`config.mk`:
```
export PLATFORM = sky130hd
export DESIGN_NAME = bullet_judge
export DESIGN_NICKNAME = d
export VERILOG_FILES = /design/src/rtl/bullet_judge_pkg.sv /design/src/rtl/bullet_judge_tick_sync.sv /design/src/rtl/bullet_judge.sv
export SDC_FILE = /design/constraint.sdc
export NUM_CORES = 1
export LEC_CHECK = 0
export BUFFER_PORTS_ARGS = -buffer_cell sky130_fd_sc_hd__buf_4
export CAP_MARGIN = 20
export CORE_MARGIN = 4
export CORE_UTILIZATION = 40
export DETAILED_ROUTE_END_ITERATION = 7
export PLACE_DENSITY_LB_ADDON = 0.3
export SYNTH_ARGS = -nofsm -noshare
export SYNTH_HDL_FRONTEND = slang
export SYNTH_SLANG_ARGS = --single-unit
export TNS_END_PERCENT = 20
```
`constraint.sdc`:
```
create_clock -name clk -period 6.2 [get_ports clk]
set_input_delay 0 -clock clk [delete_from_list [all_inputs] [get_ports clk]]
set_output_delay 0 -clock clk [all_outputs]
set_load 0.03 [all_outputs]
```
`src/rtl/bullet_judge_pkg.sv`:
```
// Shared definitions for the player-bullet manager.
//   coord_t  : 10-bit screen coordinate
//   slot_t   : one bullet slot (live flag plus top-left corner)
//   lt_sum   : a < b + len, evaluated one bit wider so the sum never wraps
//   in_span  : p lies in the half-open interval [lo, lo+len)
package bullet_judge_pkg;

  localparam int COORD_W = 10;
  localparam logic [11:0] RGB_BLACK = 12'h000;

  typedef logic [COORD_W-1:0] coord_t;

  typedef struct packed {
    logic   active;
    coord_t bx;
    coord_t by;
  } slot_t;

  function automatic logic lt_sum(input coord_t a, input coord_t b,
                                  input logic [COORD_W:0] len);
    return {1'b0, a} < ({1'b0, b} + len);
  endfunction

  function automatic logic in_span(input coord_t p, input coord_t lo,
                                   input logic [COORD_W:0] len);
    return (p >= lo) && lt_sum(p, lo, len);
  endfunction

endpackage

```
`src/rtl/bullet_judge_tick_sync.sv`:
```
// Two-flop synchroniser followed by a rising-edge detector.
//   clk      : pixel clock
//   rst      : asynchronous active-low reset
//   async_in : asynchronous level input
//   level    : synchronised level
//   rise     : one-cycle pulse on a synchronised 0->1 transition
module tick_sync (
  input  logic clk,
  input  logic rst,
  input  logic async_in,
  output logic level,
  output logic rise
);

  // [0],[1] are the synchroniser; [2] remembers the previous synced level.
  logic [2:0] sync_q, sync_d;

  always_comb begin
    sync_d = {sync_q[1:0], async_in};
  end

  always_ff @(posedge clk or negedge rst) begin
    if (!rst) sync_q <= '0;
    else      sync_q <= sync_d;
  end

  assign level = sync_q[1];
  assign rise  = sync_q[1] & ~sync_q[2];

endmodule

```
`src/rtl/bullet_judge.sv`:
```
// Player-bullet manager: keeps a pool of bullet slots, spawns above the
// player on fire, moves them upward every movement tick, retires them at the
// top of the screen or on contact with the enemy, and reports per pixel
// whether the scan position lies inside a live bullet.
//   clk, rst          : pixel clock, asynchronous active-low reset
//   clk_move, fire    : asynchronous levels (movement strobe, fire button)
//   boom              : player destroyed; clears the pool, blocks spawning
//   p_x, p_y          : player top-left
//   enemy_x/_y/_alive : enemy hitbox
//   x, y              : current scan pixel
//   EN, rgb           : registered pixel hit and colour
//   hit               : one-cycle pulse, the cycle after a tick with a strike
module bullet_judge
  import bullet_judge_pkg::*;
#(
  parameter int          N_SLOTS  = 4,
  parameter int          BULLET_W = 4,
  parameter int          BULLET_H = 8,
  parameter int          SPEED    = 4,
  parameter int          COOLDOWN = 20,
  parameter int          PLANE_W  = 32,
  parameter int          ENEMY_W  = 32,
  parameter int          ENEMY_H  = 32,
  parameter logic [11:0] COLOR    = 12'hFF0
) (
  input  logic               clk,
  input  logic               rst,
  input  logic               clk_move,
  input  logic               fire,
  input  logic               boom,
  input  logic [COORD_W-1:0] p_x,
  input  logic [COORD_W-1:0] p_y,
  input  logic [COORD_W-1:0] enemy_x,
  input  logic [COORD_W-1:0] enemy_y,
  input  logic               enemy_alive,
  input  logic [COORD_W-1:0] x,
  input  logic [COORD_W-1:0] y,
  output logic               EN,
  output logic [11:0]        rgb,
  output logic               hit
);

  localparam int CD_W = (COOLDOWN > 1) ? $clog2(COOLDOWN + 1) : 1;

  localparam logic [COORD_W:0] BW_L = (COORD_W + 1)'(BULLET_W);
  localparam logic [COORD_W:0] BH_L = (COORD_W + 1)'(BULLET_H);
  localparam logic [COORD_W:0] EW_L = (COORD_W + 1)'(ENEMY_W);
  localparam logic [COORD_W:0] EH_L = (COORD_W + 1)'(ENEMY_H);
  localparam coord_t SPEED_C  = COORD_W'(SPEED);
  localparam coord_t BH_C     = COORD_W'(BULLET_H);
  localparam coord_t SPAWN_DX = COORD_W'(PLANE_W / 2 - BULLET_W / 2);

  logic tick, fire_s, fire_rise_unused;

  tick_sync u_move_sync (
    .clk      (clk),
    .rst      (rst),
    .async_in (clk_move),
    .level    (),
    .rise     (tick)
  );

  tick_sync u_fire_sync (
    .clk      (clk),
    .rst      (rst),
    .async_in (fire),
    .level    (fire_s),
    .rise     (fire_rise_unused)
  );

  // kept : slot still live after move and collide
  // coll : slot struck the enemy this tick
  // sel  : one-hot lowest-index slot that is free after move and collide
  // pix  : scan pixel inside this slot (pre-update state)
  logic [N_SLOTS-1:0] kept, coll, sel, pix;
  logic               spawn;
  coord_t             spawn_x, spawn_y;
  logic [CD_W-1:0]    cd_q, cd_d;
  logic               hit_q, hit_d, en_q, en_d;
  logic [11:0]        rgb_q, rgb_d;

  assign spawn   = tick && fire_s && !boom && (cd_q == '0) && (p_y >= BH_C) && (|sel);
  assign spawn_x = p_x + SPAWN_DX;   // 10-bit wrap, no clamp
  assign spawn_y = p_y - BH_C;

  genvar gi;
  generate
    for (gi = 0; gi < N_SLOTS; gi++) begin : gen_slot
      slot_t slot_q, slot_d, moved;

      always_comb begin
        moved = slot_q;
        if (slot_q.active) begin
          if (slot_q.by >= SPEED_C) moved.by = slot_q.by - SPEED_C;
          else                      moved.active = 1'b0;   // leaves the top, no wrap
        end
      end

      assign coll[gi] = moved.active && enemy_alive &&
                        lt_sum(moved.bx, enemy_x, EW_L) && lt_sum(enemy_x, moved.bx, BW_L) &&
                        lt_sum(moved.by, enemy_y, EH_L) && lt_sum(enemy_y, moved.by, BH_L);
      assign kept[gi] = moved.active && !coll[gi];

      assign pix[gi] = slot_q.active && in_span(x, slot_q.bx, BW_L) &&
                       in_span(y, slot_q.by, BH_L);

      if (gi == 0) begin : gen_sel_first
        assign sel[gi] = !kept[gi];
      end else begin : gen_sel_rest
        assign sel[gi] = !kept[gi] && (&kept[gi-1:0]);
      end

      always_comb begin
        slot_d = slot_q;
        if (boom) begin
          slot_d.active = 1'b0;
        end else if (tick) begin
          slot_d        = moved;
          slot_d.active = kept[gi];
          // A freshly spawned slot skips move/collide until the next tick.
          if (spawn && sel[gi]) begin
            slot_d.active = 1'b1;
            slot_d.bx     = spawn_x;
            slot_d.by     = spawn_y;
          end
        end
      end

      always_ff @(posedge clk or negedge rst) begin
        if (!rst) slot_q <= '0;
        else      slot_q <= slot_d;
      end
    end
  endgenerate

  // Cooldown only moves on ticks; a blocked spawn still decrements it.
  always_comb begin
    cd_d = cd_q;
    if (tick) begin
      if (spawn)             cd_d = CD_W'(COOLDOWN);
      else if (cd_q != '0)   cd_d = cd_q - 1'b1;
    end
  end

  always_comb begin
    hit_d = tick && (|coll);
    en_d  = |pix;
    rgb_d = en_d ? COLOR : RGB_BLACK;
  end

  always_ff @(posedge clk or negedge rst) begin
    if (!rst) begin
      cd_q  <= '0;
      hit_q <= 1'b0;
      en_q  <= 1'b0;
      rgb_q <= RGB_BLACK;
    end else begin
      cd_q  <= cd_d;
      hit_q <= hit_d;
      en_q  <= en_d;
      rgb_q <= rgb_d;
    end
  end

  assign EN  = en_q;
  assign rgb = rgb_q;
  assign hit = hit_q;

endmodule

```
==> impl_metrics.yaml, run 1 <==
timing:
  skew_ns: 0.0163
  relSlewSlack_pct: 30.3
  max_freq_mhz: 173
  drv_slew: 0
  hold_ws_ns: 0.0190
  hold_viol: 0
  report.final.setup_viol: 0
  setup_ws_ns: 0.427
  tightest_slew_ns: 1.05
  period_minus_slack_ns: 5.77
  fin_crit_sh_pct: 93.1
routing:
  vias: 12100
  wirelength_mm: 42.0
  vias_per_cell: 5.75
  met3_wirelength_mm: 2.54
  routedWlPerCell_um: 19.9
  wl_met1_mm: 19.6
  drtIter0Drc: 925
  drc: 0
  drtPass1Iterations: 5
  drtAntennaViolNets: 0
  routed-wl-met2_mm: 18.0
  top_layer_used: "met5"
cts:
  cts_sinks: 96
  clock_path_buffers: 2
  cts_root_buf: "clkbuf_16"
  cts_htree_levels: 3
  cts_setup_buffers: 0
  clk_pin_slew_ns: 0.07
  clock_latency_ns: 0.37
  cts_buffers: 9
  tritoncts: "yes"
cells_and_area:
  diodes: 0
  layout_common_cells: "319 x ha_1, 141 x inv_1, 140 x o21ai_0"
  nNetsFinal: 2043
  multi_input_area_mm2: 0.0101
  layout_commonest_cell: "ha_1"
  fin_area_mm2: 0.0146
  syn_to_final_growth_pct: 9.78
  final_cells: 2105
  drive_gt1_share_pct: 7.58
  seq_area_mm2: 0.00240
  nFillCells: 3256
floorplan:
  start_util_pct: 40.7
  dieArea_mm2: 0.0363
  dieHeight_um: 190
  fp-row-count: 66
  core_area_mm2: 0.0327
  fp.dieW_um: 190
  io_pins: 80
place:
  place_inst: 2081
  dp_hpwl_mm: 33.7
  place_congestion: 0.956
  numPortBuffers: 75
  pre_cts_slack_ns: 0.389
  placedInstanceArea_mm2: 0.0142
min_path:
  hp-class: "in -> reg"
  worstHoldPathCells: 3
  holdPathEnd: "gen_slot[2].moved[19]"
  min-delay-start: "p_x[9]"
pwr:
  p_per_area_mw_per_mm2: 189
  p_leak_nw: 6.73
  clockPowerShare_pct: 21.8
  swShare_pct: 42.6
  p_int_mw: 1.59
  peakVddDrop_v: 0.000127
  p_comb_share_pct: 48.9
  pwr-share-seq_pct: 29.3
  switchingPower_mw: 1.18
global_routing:
  grt_first_pass_wirelength_mm: 65.0
  antenna_found_initial: 1
  grt_max_degree: 61
  grt.total_usage_pct: 23.0
  grt_overflow: 0
  grt_pass1_vias: 11800
yosys:
  synth.distinct_cells: 83
  async_reset_ff_share_pct: 100
  synth.cell_area_mm2: 0.0133
  synth_cells: 1604
  syn_avg_cell_area_um2: 8.30
  yosysSeqAreaShare_pct: 18.0
  yosysWarnings: 0
  yosys_register_bits: 96
  synth-edff-count: 0
  synth_flop_cell: "dfrtp_1"
worst_setup_path:
  start_kind: "flop"
  crit_arrival_ns: 6.01
  r2r_cells: 20
  r2r_start: "gen_slot[2].slot_q[3]"
  crit_path_max_fanout: 19
  required_ns: 6.44
  worst_setup_path_end_kind: "flop"
  rr_endpoint: "gen_slot[3].moved[10]"
  r2r_slack_ns: 0.43
  worstSetupPathType: "reg -> reg"
run_status:
  outcome: "complete, no violations"
run:
  maxCapViolCount: 0
[cell usage after synthesis (4+ instances only)]
cell type | number | area share, %
a2111oi_0 | 8 | 0.53
a211o_1 | 6 | 0.39
a211oi_1 | 13 | 0.73
a21boi_0 | 5 | 0.28
a21o_1 | 37 | 2.1
a21oi_1 | 101 | 3.8
a221oi_1 | 6 | 0.39
a31oi_1 | 13 | 0.61
and2_1 | 6 | 0.28
and3_1 | 13 | 0.61
and4_1 | 4 | 0.26
buf_2 | 6 | 0.23
buf_4 | 12 | 0.68
buf_6 | 4 | 0.34
clkbuf_1 | 29 | 0.82
dfrtp_1 | 96 | 18
ha_1 | 319 | 30
inv_1 | 141 | 4.0
mux2_2 | 13 | 1.1
mux2i_1 | 21 | 1.6
nand2_1 | 123 | 3.5
nand2b_1 | 38 | 1.8
nand3_1 | 58 | 2.2
nand4_1 | 23 | 1.1
nor2_1 | 76 | 2.1
nor2b_1 | 13 | 0.61
nor3_1 | 33 | 1.2
nor3b_1 | 8 | 0.45
nor4_1 | 8 | 0.38
o2111ai_1 | 7 | 0.46
o211a_1 | 5 | 0.38
o211ai_1 | 14 | 0.79
o21a_1 | 13 | 0.73
o21ai_0 | 140 | 5.3
o21ai_1 | 6 | 0.23
o21bai_1 | 8 | 0.45
o221ai_1 | 7 | 0.46
o22ai_1 | 4 | 0.19
o31ai_1 | 5 | 0.28
or3_1 | 8 | 0.38
or4_1 | 6 | 0.34
xnor2_1 | 74 | 4.9
xor2_1 | 19 | 1.3
[how the worst max path moves through the flow]
stage                                      from                     to  slack, ns  depth (start not counted)
after floorplan           gen_slot[3].slot_q[3]  gen_slot[3].slot_q[7]       1.31                         21
after global placement    gen_slot[2].slot_q[3]  gen_slot[3].moved[10]       0.61                         20
after detailed placement  gen_slot[2].slot_q[3]  gen_slot[3].moved[10]       0.39                         20
after CTS                 gen_slot[2].slot_q[3]  gen_slot[3].moved[10]       0.36                         20
after global routing      gen_slot[2].slot_q[3]  gen_slot[3].moved[10]      -0.08                         20
final                     gen_slot[2].slot_q[3]  gen_slot[3].moved[10]       0.43                         20
[final cells by class]
class | count | area share, %
multi-input combinational | 1317 | 69.1
sequential | 96 | 16.4
inverter | 142 | 3.65
clock buffer | 12 | 1.76
clock inverter | 4 | 0.360
tap | 442 | 3.78
timing repair buffer | 92 | 4.86
[worst max-delay path, cell delays in order (launching register included)]
cell       delay [ns]
dfrtp_1          0.49
inv_1            0.19
ha_1             0.25
or3b_2           0.50
nor3b_1          0.39
a21bo_1          0.32
nand2_1          0.08
o21ai_0          0.21
ha_1             0.30
nand4_1          0.12
xor2_1           0.18
ha_1             0.21
a2111oi_0        0.36
o21ai_0          0.15
a21oi_1          0.15
a211oi_1         0.08
nor4_2           0.46
nor2_1           0.18
nand3b_2         0.39
buf_4            0.30
mux2_2           0.35
[layer usage]
layer	vias up	GRT usage, %
li1	5920	-
met1	5743	32.3
met2	371	35.5
met3	78	3.41
met4	2	9.56
met5	-	0
[kinds of logic after synthesis]
| logic type | synth area share, % |
|---|---|
| AO/OA/AOI/OAI | 20.1 |
| XOR/XNOR | 6.12 |
| adder cells (fa/ha/maj) | 30.0 |
| buffers and inverters | 6.18 |
| flip-flops | 18.0 |
| multiplexers | 2.68 |
| other | 0.0282 |
| AND/OR/NAND/NOR | 16.9 |
[stage by stage]
step | setup TNS, ns | total power, mW | utilization (%)
4_1_cts | 0 | 2.76 | 44.7
5_1_grt | -0.0842 | 3.01 | 44.7
2_1_floorplan | 0 | 1.74 | -
3_3_place_gp | 0 | 2.11 | 43.5
6_report | 0 | 2.76 | 44.7
3_5_place_dp | 0 | 2.15 | 43.5
[state kept, by name, indices dropped and copies added (netlist names), named ones only]
signal,count
cd_q,5
gen_slot.moved,40
gen_slot.slot_q,36
hit,1
u_move_sync.sync_q,3
u_fire_sync.sync_q,2
rgb,1
[power groups by stage]
| stage | clock network [mW] | logic, mW | registers (mW) |
|---|---|---|---|
| 3_5_place_dp | 0 | 1.33 | 0.819 |
| 5_1_grt | 0.633 | 1.55 | 0.825 |
| 4_1_cts | 0.613 | 1.34 | 0.808 |
| 6_report | 0.602 | 1.35 | 0.811 |
| 3_3_place_gp | 0 | 1.29 | 0.817 |
| 2_1_floorplan | 0 | 0.975 | 0.763 |
[timing repair]
item | 4_1_cts | 5_1_grt
endpoints found under the hold margin | 58 | 0
resized for setup | 0 | 1
setup endpoints to repair | 0 | 4
hold buffers | 8 | 0
No activity file was read; power rests on OpenSTA's default activity.
==> inputs of run 2 (changes only) <==
Settings changed: PLACE_DENSITY_LB_ADDON 0.3 to 0.1.
==> run 2 against run 1 <==
Effect of this change:
- utilization rose by 0.18 points
- design area rose by 0.39%
- critical endpoint unchanged
- worst hold slack improved by 0.0015 ns
- sequential cell count did not move
- via count fell by 1.0%
- maximum frequency rose by 2.5%
- count of clock-buffer cells in the layout fell by 2
- final cell count rose by 0.33%
==> impl_metrics.yaml, run 2 (synthesis results as in run 1) <==
run_status:
  outcome: "complete, no violations"
cts:
  cts_setup_buffers: 0
  tritoncts: "yes"
  cts_buffers: 9
  cts_root_buf: "clkbuf_16"
  clk_pin_slew_ns: 0.08
  cts_sinks: 96
  cts_htree_levels: 3
  clock_latency_ns: 0.37
  clock_path_buffers: 2
worst_setup_path:
  cp_top_family: "simple AND/OR/NAND/NOR gates"
  start_kind: "flop"
  r2r_cells: 20
  required_ns: 6.45
  r2r_start: "gen_slot[3].slot_q[3]"
  crit_chain: "inv_1 -> ha_1 -> or4b_1 -> nor3b_1 -> nand2b_1 -> nand2_1 -> o21ai_0 -> ha_1 -> nand4_1 -> xnor2_1 -> ha_1 -> or4_1 -> a221oi_1 -> o31ai_1 -> o311a_1 -> nor4_1 -> nor2_1 -> nand3b_4 -> buf_4 -> mux2_2"
  cp_common_cell: "ha_1"
  r2r_slack_ns: 0.57
  rr_endpoint: "gen_slot[3].moved[10]"
  crit_slowest_cell: "or4b_1"
  critical_path_buf_inv_count: 2
  crit_path_max_incr_delay_ns: 0.49
  crit_arrival_ns: 5.89
  worstSetupPathType: "reg -> reg"
  worst_setup_path_end_kind: "flop"
  crit_path_max_fanout: 19
timing:
  relSlewSlack_pct: 35.8
  setup_ws_ns: 0.565
  tightest_slew_ns: 0.961
  rsz0062_at_grt: "no"
  period_minus_slack_ns: 5.63
  hold_viol: 0
  drv_slew: 0
  max_freq_mhz: 177
  skew_ns: 0.0172
  hold_ws_ns: 0.0205
  fin_crit_sh_pct: 90.9
  tns_ns: 0
  report.final.setup_viol: 0
global_routing:
  grt.total_usage_pct: 23.8
  antenna_found_initial: 2
  grt_use_met1_pct: 35.3
  grt_pass1_vias: 11600
  grt_first_pass_wirelength_mm: 66.7
  grt_max_degree: 52
  busiest_layer: "met2"
  gr-usage-met3_pct: 3.83
  grt_overflow: 0
  use_met2_pct: 36.1
place:
  numPortBuffers: 75
  place_congestion: 0.936
  place_inst: 2088
  dp_hpwl_mm: 34.9
  placedInstanceArea_mm2: 0.0143
  pre_cts_slack_ns: 0.470
cells_and_area:
  drive_gt1_share_pct: 7.96
  fin_area_mm2: 0.0147
  layout_common_cells: "319 x ha_1, 141 x inv_1, 140 x o21ai_0"
  diodes: 0
  final_core_util_pct: 44.9
  final_cells: 2112
  nNetsFinal: 2050
  layout_commonest_cell: "ha_1"
  largest_reg_flops: 40
  syn_to_final_growth_pct: 10.2
pwr:
  p_per_area_mw_per_mm2: 189
  total_power_mw: 2.77
  peakVddDrop_v: 0.000108
  p_leak_nw: 6.81
run:
  maxCapViolCount: 0
floorplan:
  start_util_pct: 40.7
  dieHeight_um: 190
  fp.dieW_um: 190
  fp-row-count: 66
  dieArea_mm2: 0.0363
  io_pins: 80
  core_area_mm2: 0.0327
min_path:
  worstHoldPathCells: 3
  holdPathEnd: "gen_slot[2].moved[16]"
  min-delay-start: "p_x[6]"
  hp-class: "in -> reg"
routing:
  wirelength_mm: 43.2
  vias_per_cell: 5.68
  routedWlPerCell_um: 20.5
  drtAntennaViolNets: 0
  drc: 0
  drtPass1Iterations: 5
  vias: 12000
  drtIter0Drc: 963
==> run 2: cell count changes in the layout (fill, tap and decap cells not counted), moves of 2 or more <==
cell        delta
buf_4          +6
clkinv_4       +2
clkinvlp_4     -3
inv_6          +3
==> run 2: how the worst max path moves through the flow <==
stage | start | end | slack (ns) | cells after the start
after floorplan | gen_slot[3].slot_q[3] | gen_slot[3].slot_q[7] | 1.31 | 21
after global placement | gen_slot[3].slot_q[3] | gen_slot[3].moved[10] | 0.63 | 20
after detailed placement | gen_slot[3].slot_q[3] | gen_slot[3].moved[10] | 0.47 | 20
after CTS | gen_slot[3].slot_q[3] | gen_slot[3].moved[10] | 0.45 | 20
after global routing | gen_slot[3].slot_q[3] | gen_slot[3].moved[10] | 0.20 | 20
final | gen_slot[3].slot_q[3] | gen_slot[3].moved[10] | 0.57 | 20
==> run 2: area by class of cell <==
cell class | count | area [um2]
tap | 442 | 553
timing repair buffer | 99 | 776
inverter | 142 | 533
clock buffer | 10 | 239
clock inverter | 6 | 60.1
fill | 3395 | 18000
sequential | 96 | 2400
multi-input combinational | 1317 | 10100
==> run 2: per-layer routing <==
metal  up-vias  routed length (um)
met4         2                 830
met5         -                  13
met3        49                2470
li1       5932                   -
met1      5696               21600
met2       313               18300
==> run 2: where the power goes <==
group / internal [mW] / leakage, nW / switching (mW)
Combinational: 0.567 / 5.36 / 0.801
Clock: 0.293 / 0.147 / 0.293
Sequential: 0.694 / 1.29 / 0.121
==> run 2: tightest hold or removal path, stage by stage <==
cell	delay, ns
buf_4	0.10
xor2_1	0.11
o21ai_0	0.14
==> run 2: what timing repair did <==
action | CTS | global route
gates resized for setup | 0 | 1
endpoints found under the setup margin | 0 | 1
hold buffers | 8 | 0
hold endpoints to repair | 72 | 0
==> inputs of run 3 (changes only) <==
Settings changed: ABC_AREA set to 1, BUFFER_PORTS_ARGS -buffer_cell sky130_fd_sc_hd__buf_4 to unset, DONT_BUFFER_PORTS set to 1.
==> run 3 against run 2 <==
Effect of this change:
- the flow now finishes with violations (negative hold slack)
- design area up 1.7%
- synthesized area up 6.9%
- sequential share of layout area down 0.27 points
- via count up 7.3%
- largest cell class unchanged
- register-to-register slack better by 0.95 ns
- final cell count up 15%
- non-clock buffer count down 83
- total power up 11%
- maximum frequency up 20%
==> impl_metrics.yaml, run 3 <==
run:
  maxCapViolCount: 0
timing:
  max_freq_mhz: 213
  rsz0062_at_grt: "no"
  tightest_slew_ns: 0.823
  relSlewSlack_pct: 44.7
  period_minus_slack_ns: 4.69
  hold_viol: 1
  report.final.setup_viol: 0
  fin_crit_sh_pct: 75.6
  drv_slew: 0
  skew_ns: 0.0115
  hold_ws_ns: -0.00537
  tns_ns: 0
yosys:
  yosysSeqAreaShare_pct: 16.9
  post-synth-top-area-fraction_pct: 28.0
  synth.distinct_cells: 56
  yosysWarnings: 0
  synth_top_family_by_area: "adder cells"
  ys_top_cells_by_count: "427 x nand2_1, 319 x ha_1, 244 x inv_1"
  synth_cells: 1984
  synth_fa_ha_area_share_pct: 28.0
  ys_top_cells_by_area: "ha_1 28%, dfrtp_1 17%, nand2_1 11%, inv_1 6.4%, a21oi_1 4.9%"
  syn_avg_cell_area_um2: 7.17
  yosys.area_share.simple_pct: 27.4
  synth_mux_area_share_pct: 0
  async_reset_ff_share_pct: 100
  synth-edff-count: 0
  synth_flop_cell: "dfrtp_1"
  synthXorXnorAreaFrac_pct: 5.42
  synth_compound_area_share_pct: 13.0
  synth_most_common_cell: "nand2_1"
  yosys.area.top_type: "ha_1"
  yosys_register_bits: 96
  synth.cell_area_mm2: 0.0142
floorplan:
  start_util_pct: 40.9
  fp-row-count: 68
  dieHeight_um: 197
  dieArea_mm2: 0.0387
  io_pins: 80
  core_area_mm2: 0.0348
  fp.dieW_um: 197
worst_setup_path:
  crit_path_max_fanout: 30
  r2r_cells: 26
  start_kind: "flop"
  r2r_start: "gen_slot[2].slot_q[3]"
  rr_endpoint: "gen_slot[3].slot_q[8]"
  required_ns: 6.50
  r2r_slack_ns: 1.51
  worst_setup_path_end_kind: "flop"
  worstSetupPathType: "reg -> reg"
  worstSetupStartpoint: "gen_slot[2].slot_q[3]"
  crit_arrival_ns: 4.99
pwr:
  p_leak_nw: 7.38
  p_int_mw: 1.65
  p_per_area_mw_per_mm2: 206
  total_power_mw: 3.07
  switchingPower_mw: 1.42
  swShare_pct: 46.1
  pwr-share-seq_pct: 27.9
  peakVddDrop_v: 0.000144
  clockPowerShare_pct: 19.7
  p_comb_share_pct: 52.5
routing:
  drtIter0Drc: 689
  drc: 0
  vias: 12900
  drtPass1Iterations: 7
  vias_per_cell: 5.31
  drtAntennaViolNets: 0
  wirelength_mm: 46.9
  routedWlPerCell_um: 19.4
cells_and_area:
  final_core_util_pct: 42.9
  layout_common_cells: "427 x nand2_1, 319 x ha_1, 244 x inv_1"
  fin_area_mm2: 0.0149
  drive_gt1_share_pct: 4.88
  diodes: 0
  syn_to_final_growth_pct: 4.85
  nFillCells: 3643
  largest_reg_flops: 40
  nNetsFinal: 2348
  layout_commonest_cell: "nand2_1"
cts:
  cts_root_buf: "clkbuf_16"
  cts_htree_levels: 3
  tritoncts: "yes"
  clk_pin_slew_ns: 0.08
  cts_sinks: 96
  clock_latency_ns: 0.37
  cts_resized: 0
  cts_buffers: 9
  clock_path_buffers: 2
  cts_setup_buffers: 0
global_routing:
  grt.total_usage_pct: 24.4
  antenna_found_initial: 3
  grt_overflow: 0
  grt_pass1_vias: 12600
  grt_max_degree: 97
  grt_first_pass_wirelength_mm: 73.6
place:
  place_congestion: 0.888
  placedInstanceArea_mm2: 0.0145
  numPortBuffers: 0
  dp_hpwl_mm: 38.3
min_path:
  min-delay-start: "p_x[5]"
  holdPathEnd: "gen_slot[3].moved[15]"
  hp-class: "in -> reg"
  worstHoldPathCells: 3
run_status:
  outcome: "complete, but fails checks"
  violations: "negative hold slack"
==> run 3: cell types whose count changed after synthesis, moves of 56 or more <==
| cell | change |
|---|---|
| inv_1 | +103 |
| nand2_1 | +304 |
| nand3_1 | +69 |
| nor2_1 | +61 |
| o21ai_0 | -71 |
| xnor2_1 | -56 |
==> run 3: layout make-up <==
cell class / count / area (um2) / area share (%)
Clock buffer: 12 / 246 / 1.65
Inverter: 251 / 945 / 6.33
Tap cell: 455 / 569 / 3.82
Sequential cell: 96 / 2400 / 16.1
Multi-Input combinational cell: 1589 / 10500 / 70.6
Clock inverter: 4 / 53.8 / 0.361
Timing Repair Buffer: 16 / 165 / 1.11
==> run 3: through the flow <==
stage	hold WS [ns]	instances	worst slack, ns
global placement	-0.291	2396	1.61
global route	0.0217	2423	0.982
finish	-0.00537	2423	1.51
detailed placement	-0.292	2396	1.55
CTS	0.000115	2423	1.51
floorplan	-0.296	1987	2.55
==> run 3: routing by layer <==
metal | GRT usage, % | wire, um | vias to the layer above
met5 | 0 | 27 | -
met4 | 8.55 | 1770 | 6
met3 | 4.51 | 2070 | 81
met2 | 42.8 | 22700 | 263
met1 | 30.2 | 20400 | 5903
li1 | - | - | 6610
==> run 3: cells by family after synthesis <==
| family | Yosys count |
|---|---|
| fa+ha+maj | 319 |
| flops | 96 |
| buf+inv | 302 |
| other cells | 1 |
| compound gates | 331 |
| xor+xnor | 88 |
| simple gates | 847 |
==> run 3: how the worst max path moves through the flow <==
stage | to | slack (ns) | cells after the start
global placement | gen_slot[3].slot_q[8] | 1.61 | 26
finish | gen_slot[3].slot_q[8] | 1.51 | 26
floorplan | gen_slot[3].moved[15] | 2.55 | 25
detailed placement | gen_slot[3].slot_q[7] | 1.55 | 26
CTS | gen_slot[3].slot_q[8] | 1.51 | 26
global route | gen_slot[3].moved[15] | 0.98 | 25
==> run 3: worst max-delay path, cell delays in order, from the launching register on <==
cell	delay, ns
dfrtp_1	0.43
inv_1	0.20
ha_1	0.29
inv_1	0.09
nor3_2	0.18
nand3_4	0.17
nand3_1	0.10
nand2_1	0.05
o21ai_1	0.20
inv_1	0.12
ha_1	0.24
xnor2_1	0.13
ha_1	0.28
nand2_1	0.06
nor3b_1	0.17
a21oi_1	0.08
o21ai_0	0.16
a21o_1	0.14
nand2_1	0.10
nand2_2	0.12
nand3_4	0.12
nor3_4	0.17
buf_4	0.22
nand2_2	0.38
nand2_1	0.16
nand3_1	0.13
nand2_1	0.10
==> run 3: repair_timing <==
action                                  4_1_cts  5_1_grt
hold buffers                                 11        0
endpoints found under the hold margin       120        0
endpoints found under the setup margin        0        0
==> run 3: power groups by stage <==
stage                     clock [mW]  sequential [mW]  combinational [mW]
after floorplan                    0            0.791                1.28
after global placement             0            0.867                1.56
after detailed placement           0            0.867                1.59
after CTS                      0.619            0.856                1.62
after global routing           0.641            0.872                1.89
final                          0.604            0.855                1.61
